<file path="config.mk">
export PLATFORM = sky130hd
export DESIGN_NAME = calculadora_seq
export DESIGN_NICKNAME = d
export VERILOG_FILES = /design/src/rtl/calc_pkg.sv /design/src/rtl/calc_shift_core.sv /design/src/rtl/calculadora_seq.sv
export SDC_FILE = /design/constraint.sdc
export NUM_CORES = 1
export LEC_CHECK = 0
export BUFFER_PORTS_ARGS = -buffer_cell sky130_fd_sc_hd__buf_2
export CORE_MARGIN = 1
export CORE_UTILIZATION = 34
export CTS_BUF_LIST = sky130_fd_sc_hd__clkbuf_4 sky130_fd_sc_hd__clkbuf_8
export CTS_CLUSTER_DIAMETER = 80
export CTS_CLUSTER_SIZE = 40
export DETAILED_ROUTE_END_ITERATION = 7
export GPL_TIMING_DRIVEN = 0
export HOLD_SLACK_MARGIN = 0.02
export SYNTH_ARGS = -nofsm -noshare
export SYNTH_HDL_FRONTEND = slang
export SYNTH_SLANG_ARGS = --single-unit
</file>
<file path="constraint.sdc">
create_clock -name clk -period 3.75 [get_ports clk]
set_clock_uncertainty 0.15 [all_clocks]
set_input_delay 1.125 -clock clk [delete_from_list [all_inputs] [get_ports clk]]
set_output_delay 1.125 -clock clk [all_outputs]
set_load 0.01 [all_outputs]
</file>
<file path="src/rtl/calc_pkg.sv">
// Shared definitions for the sequential sign-magnitude calculator.
// Holds the opcode values seen on sel, the FSM state encoding and the
// shift core mode encoding.
`timescale 1ns/1ps
package calc_pkg;

    // Opcodes presented on sel
    localparam logic [2:0] OP_ADD = 3'b100;
    localparam logic [2:0] OP_SUB = 3'b010;
    localparam logic [2:0] OP_MUL = 3'b001;
    localparam logic [2:0] OP_DIV = 3'b011;

    // Controller states
    typedef enum logic [2:0] {
        ST_IDLE = 3'd0,
        ST_CALC = 3'd1,
        ST_MUL  = 3'd2,
        ST_DIV  = 3'd3,
        ST_DONE = 3'd4
    } state_t;

    // Shift core operating mode
    localparam logic MODE_MUL = 1'b0;
    localparam logic MODE_DIV = 1'b1;

endpackage

</file>
<file path="src/rtl/calc_shift_core.sv">
// Iterative multiply / restoring-divide datapath, one bit per step.
// Ports:
//   clk, rst_n    clock, asynchronous active-low reset
//   load          capture operands a, b and mode; clears the bit counter
//   mode          MODE_MUL or MODE_DIV (captured on load)
//   step          perform one shift-add (mul) or shift-subtract-restore (div)
//   a, b          operand magnitudes (mul: a*b, div: a/b)
//   result        product (mul) or zero-extended quotient (div)
//   remainder     division remainder, 0 in mul mode
//   last          the step taken this cycle is the final one
// result and remainder are look-ahead values: they show the register
// contents as they will be after the current step, so the controller can
// capture the final answer on the same edge that performs the last step.
`timescale 1ns/1ps
module calc_shift_core
    import calc_pkg::*;
#(
    parameter int WIDTH = 8
) (
    input  logic                 clk,
    input  logic                 rst_n,
    input  logic                 load,
    input  logic                 mode,
    input  logic                 step,
    input  logic [WIDTH-1:0]     a,
    input  logic [WIDTH-1:0]     b,
    output logic [2*WIDTH-1:0]   result,
    output logic [WIDTH-1:0]     remainder,
    output logic                 last
);

    localparam int CW = $clog2(WIDTH + 1);

    // hi: partial product upper half / partial remainder
    // lo: multiplier being shifted out / dividend shifting into quotient
    logic [WIDTH-1:0] hi_reg, lo_reg, m_reg;
    logic [CW-1:0]    cnt_reg;
    logic             mode_reg;

    logic [WIDTH-1:0] hi_next, lo_next;
    logic [WIDTH:0]   mul_sum;
    logic [WIDTH:0]   shifted;
    logic [WIDTH-1:0] trial;

    always_comb begin
        hi_next = hi_reg;
        lo_next = lo_reg;
        mul_sum = {1'b0, hi_reg} + (lo_reg[0] ? {1'b0, m_reg} : '0);
        shifted = {hi_reg, lo_reg[WIDTH-1]};
        // The true difference is below 2^WIDTH whenever it is kept, so the
        // truncated subtraction is exact in that case.
        trial   = shifted[WIDTH-1:0] - m_reg;
        if (mode_reg == MODE_MUL) begin
            hi_next = mul_sum[WIDTH:1];
            lo_next = {mul_sum[0], lo_reg[WIDTH-1:1]};
        end else if (shifted >= {1'b0, m_reg}) begin
            hi_next = trial;
            lo_next = {lo_reg[WIDTH-2:0], 1'b1};
        end else begin
            hi_next = shifted[WIDTH-1:0];
            lo_next = {lo_reg[WIDTH-2:0], 1'b0};
        end
    end

    always_ff @(posedge clk or negedge rst_n) begin
        if (!rst_n) begin
            hi_reg   <= '0;
            lo_reg   <= '0;
            m_reg    <= '0;
            cnt_reg  <= '0;
            mode_reg <= MODE_MUL;
        end else if (load) begin
            hi_reg   <= '0;
            lo_reg   <= (mode == MODE_MUL) ? b : a;
            m_reg    <= (mode == MODE_MUL) ? a : b;
            cnt_reg  <= '0;
            mode_reg <= mode;
        end else if (step) begin
            hi_reg  <= hi_next;
            lo_reg  <= lo_next;
            cnt_reg <= cnt_reg + 1'b1;
        end
    end

    assign result    = (mode_reg == MODE_MUL) ? {hi_next, lo_next}
                                              : {{WIDTH{1'b0}}, lo_next};
    assign remainder = (mode_reg == MODE_DIV) ? hi_next : '0;
    assign last      = (cnt_reg == CW'(WIDTH - 1));

endmodule

</file>
<file path="src/rtl/calculadora_seq.sv">
// Clocked sign-magnitude calculator: add, sub, mul, div with start/done.
// Ports:
//   clk, rst_n            clock, asynchronous active-low reset
//   start, sel            launch request (sampled in IDLE) and opcode
//   a, sinal_a            operand A magnitude and sign (1 = negative)
//   b, sinal_b            operand B magnitude and sign
//   saida, sinal_saida    result magnitude (quotient for div) and sign
//   resto, sinal_resto    remainder magnitude and sign (div only)
//   busy                  controller not idle
//   done                  one-cycle completion pulse
//   erro                  divide-by-zero or invalid opcode
// Result outputs are captured only on the edge that enters DONE, so the
// display never observes intermediate values. busy/done are registered
// from the state and therefore trail it by one cycle.
`timescale 1ns/1ps
module calculadora_seq
    import calc_pkg::*;
#(
    parameter int WIDTH = 8
) (
    input  logic                 clk,
    input  logic                 rst_n,
    input  logic                 start,
    input  logic [2:0]           sel,
    input  logic [WIDTH-1:0]     a,
    input  logic                 sinal_a,
    input  logic [WIDTH-1:0]     b,
    input  logic                 sinal_b,
    output logic [2*WIDTH-1:0]   saida,
    output logic                 sinal_saida,
    output logic [WIDTH-1:0]     resto,
    output logic                 sinal_resto,
    output logic                 busy,
    output logic                 done,
    output logic                 erro
);

    state_t           state;
    logic [WIDTH-1:0] a_reg, b_reg;
    logic             sa_reg, sb_reg;
    logic [2:0]       sel_reg;

    logic               core_load, core_mode, core_step, core_last;
    logic [2*WIDTH-1:0] core_result;
    logic [WIDTH-1:0]   core_rem;

    // Only real iterative work goes to the core; div by zero takes the
    // short CALC path.
    assign core_load = (state == ST_IDLE) && start &&
                       ((sel == OP_MUL) || ((sel == OP_DIV) && (b != '0)));
    assign core_mode = (sel == OP_DIV) ? MODE_DIV : MODE_MUL;
    assign core_step = (state == ST_MUL) || (state == ST_DIV);

    calc_shift_core #(.WIDTH(WIDTH)) u_core (
        .clk       (clk),
        .rst_n     (rst_n),
        .load      (core_load),
        .mode      (core_mode),
        .step      (core_step),
        .a         (a),
        .b         (b),
        .result    (core_result),
        .remainder (core_rem),
        .last      (core_last)
    );

    // Add/sub path: sub is add with B's sign flipped.
    logic           eff_sb;
    logic [WIDTH:0] add_mag;
    logic           add_sign;
    logic           arith_op;

    always_comb begin
        eff_sb   = (sel_reg == OP_SUB) ? ~sb_reg : sb_reg;
        arith_op = (sel_reg == OP_ADD) || (sel_reg == OP_SUB);
        if (sa_reg == eff_sb) begin
            add_mag  = {1'b0, a_reg} + {1'b0, b_reg};
            add_sign = sa_reg;
        end else if (a_reg >= b_reg) begin
            add_mag  = {1'b0, a_reg - b_reg};
            add_sign = sa_reg;
        end else begin
            add_mag  = {1'b0, b_reg - a_reg};
            add_sign = eff_sb;
        end
        // Zero magnitude never carries a negative sign
        if (add_mag == '0)
            add_sign = 1'b0;
    end

    always_ff @(posedge clk or negedge rst_n) begin
        if (!rst_n) begin
            state       <= ST_IDLE;
            a_reg       <= '0;
            b_reg       <= '0;
            sa_reg      <= 1'b0;
            sb_reg      <= 1'b0;
            sel_reg     <= '0;
            saida       <= '0;
            sinal_saida <= 1'b0;
            resto       <= '0;
            sinal_resto <= 1'b0;
            busy        <= 1'b0;
            done        <= 1'b0;
            erro        <= 1'b0;
        end else begin
            busy <= (state != ST_IDLE);
            done <= (state == ST_DONE);
            case (state)
                ST_IDLE: begin
                    if (start) begin
                        a_reg   <= a;
                        b_reg   <= b;
                        sa_reg  <= sinal_a;
                        sb_reg  <= sinal_b;
                        sel_reg <= sel;
                        if (sel == OP_MUL)
                            state <= ST_MUL;
                        else if ((sel == OP_DIV) && (b != '0))
                            state <= ST_DIV;
                        else
                            state <= ST_CALC;
                    end
                end
                ST_CALC: begin
                    resto       <= '0;
                    sinal_resto <= 1'b0;
                    if (arith_op) begin
                        saida       <= {{(WIDTH-1){1'b0}}, add_mag};
                        sinal_saida <= add_sign;
                        erro        <= 1'b0;
                    end else begin
                        saida       <= '0;
                        sinal_saida <= 1'b0;
                        erro        <= 1'b1;
                    end
                    state <= ST_DONE;
                end
                ST_MUL, ST_DIV: begin
                    if (core_last) begin
                        saida       <= core_result;
                        sinal_saida <= (sa_reg ^ sb_reg) & (|core_result);
                        resto       <= core_rem;
                        sinal_resto <= sa_reg & (|core_rem);
                        erro        <= 1'b0;
                        state       <= ST_DONE;
                    end
                end
                ST_DONE: state <= ST_IDLE;
                default: state <= ST_IDLE;
            endcase
        end
    end

endmodule

</file>
==> impl_metrics.toml <==
[yosys]
async_reset_ff_share_pct = 100
ys.flop_type = "dfrtp_1"
netlist_top_cells_count = "dfrtp_1 (82), nand2_1 (77), o21ai_0 (71)"
ys_ff_latch = 82
synthesis.area_um2 = 5600
synth.most_common_cell = "dfrtp_1"
avgSynthCellArea_um2 = 8.79
synth_edf_count = 0
synth_seq_area_share_pct = 36.6
synth_area_leader_cell = "dfrtp_1"
synth.area.top_cells = "dfrtp_1 (37%), ha_1 (8.9%), o21ai_0 (6.3%), nand2_1 (5.2%), mux2i_1 (4.3%)"
syn_inst = 637
yosys_warnings = 0
synth_top_area_share_pct = 36.6
syn_nets = 706
synth.distinct_cells = 61

[worst_setup_path]
crit_fanout = 7
cp.arrival_ps = 3490
startpoint_type = "flip-flop"
crit_type = "flip-flop to flip-flop"
critPathRequiredTime_ps = 3840
end_kind = "flip-flop"

[sta]
relSlewSlack_pct = 42.5
fin_crit_ps = 3400
setup_tns_ps = 0
fin_crit_sh_pct = 90.6
tightest_slew_ps = 857
hold-worst-slack_ps = 328
setup_viol_count_final = 0
slew_violations = 0
finalHoldViolCount = 0
fmax_mhz = 294
rsz0062_at_grt = "no"

[power]
ir_worst_vdd_mv = 0.440
power_leakage_nw = 2.92
power_density_nw_per_um2 = 1070

[clocking]
clock_path_buffers = 2
cts_root_buffer = "clkbuf_8"
cts_made_buffers = 9
clock_latency_ps = 390
clkTransAtPathRegs_ps = 90
clock_sinks = 82
hold_buffers = 0
htree_num_levels = 3
cts_tree = "built"

[placed_design]
gp_congestion = 0.897
port_buffers = 52
hpwl_um = 12400

[global_route]
grt_pass1_wl_um = 25800
antenna_found_initial = 0
grt_overflow = 0
grt_util_all_layers_pct = 20.1
grt_pass1_vias = 4754
grt_max_degree = 46

[floorplan]
io_pins = 53
initial_utilization_pct = 35.0
die_x_um = 130
rows = 46
core_um2 = 16000
die_y_um = 130
dieArea_um2 = 17000

[cells_and_area]
nets = 770
regMostFlops = "saida"
post-route-util_pct = 39.6
drive_above_1_share_pct = 14.2
area_growth_pct = 13.2
largest_reg_flops = 16
antennaDiodeCount = 0

[route]
route.detailed.drc = 0
drt_iter0_markers = 272
postRouteWirelength_um = 16000
wl_per_cell_um = 17.3
viasPerCell = 5.34
firstDrtPassIters = 5
final_antenna_net_count = 0
vias = 4921

[job]
drv_cap = 0

[status]
status = "finished, final reports clean"

[worst_hold_path]
hold_class = "flip-flop to flip-flop"
[metal layers]
layer / share of wire [%] / vias to the layer above / global-route usage [%] / wire, µm
met2: 48 / 131 / 33.6 / 7590
met1: 47 / 2388 / 26.6 / 7440
li1: - / 2376 / - / -
met5: 0 / - / 0 / 0
met4: 1.5 / 0 / 4.67 / 236
met3: 4.3 / 26 / 4.31 / 693
[cell type report]
class                      instances  area [µm²]
fill                            1674        9660
clock inverter                     5        38.8
clock buffer                      10         138
timing repair buffer              53         290
multi-input combinational        482        3250
sequential                        82        2050
inverter                          44         165
buffer                            29         139
tap                              216         270
[report_power, final]
group	switching, mW	internal (mW)	leakage [nW]	total [mW]
combinational	2.78	1.81	1.79	4.59
sequential	0.339	1.27	1.05	1.61
clock	0.352	0.258	0.0887	0.610
[cell usage in the layout (no fill, tap or decap), drive strengths merged, types with 7 or more instances in the layout]
cell	synthesis	final
nor3	12	12
xor2	7	7
dfrtp	82	82
o211ai	7	7
nand3	14	14
a22o	7	7
nor3b	8	8
nand2	77	77
mux2	12	12
nor2	48	48
o21ai	73	73
buf	11	64
mux2i	24	24
xnor2	14	14
clkbuf	18	28
ha	40	40
a21oi	36	36
inv	44	45
a31oi	7	7
o31ai	7	7
o21a	10	10
nor2b	10	10
[worst paths after layout]
check / start / endpoint / slack, ps / cells past startpoint
max: u_core.lo_reg[0]$_DFFE_PN0P_ / sinal_saida$_DFFE_PN0P_ / 350 / 11
min: saida[3]$_DFFE_PN0P_ / saida[3]$_DFFE_PN0P_ / 330 / 2
max reg2reg: u_core.lo_reg[0]$_DFFE_PN0P_ / sinal_saida$_DFFE_PN0P_ / 350 / 11
min reg2reg: saida[3]$_DFFE_PN0P_ / saida[3]$_DFFE_PN0P_ / 330 / 2
max in group asynchronous: rst_n / saida[5]$_DFFE_PN0P_ / 2270 / 2
min in group asynchronous: rst_n / u_core.hi_reg[4]$_DFFE_PN0P_ / 560 / 1
[metrics by stage]
| stage | area, µm² | std cells | power (mW) | worst slack (ps) |
|---|---|---|---|---|
| 2_1_floorplan | 5600 | 637 | 4.89 | 1100 |
| 5_1_grt | 6340 | 921 | 7.46 | 160 |
| 6_report | 6340 | 921 | 6.80 | 351 |
| 4_1_cts | 6340 | 921 | 6.79 | 147 |
| 3_5_place_dp | 6160 | 906 | 6.16 | 162 |
| 3_3_place_gp | 6130 | 905 | 6.11 | 185 |
[kinds of logic after synthesis]
group	count (synthesis)	share of synthesized area, %
flops	82	36.6
buf+inv	73	5.43
compound gates	178	20.0
fa+ha+maj	45	10.7
xor+xnor	21	3.28
simple gates	202	17.3
mux	36	6.70
[critical path, cell delays in order, from the launching register on]
cell and delay [ps]:
dfrtp_1 420, inv_1 250, nor2_1 100, ha_1 320, nor2b_1 150, o21a_1 180, o21ai_1 170, nand2b_1 80
a211oi_1 340, o211ai_1 160, a2111oi_1 810, o22ai_2 130
[what timing repair did]
item | in CTS | in global routing
resized for setup | 0 | 1
setup buffers | 0 | 0
setup endpoints to repair | 0 | 1
(Power assumes the default switching activity.)
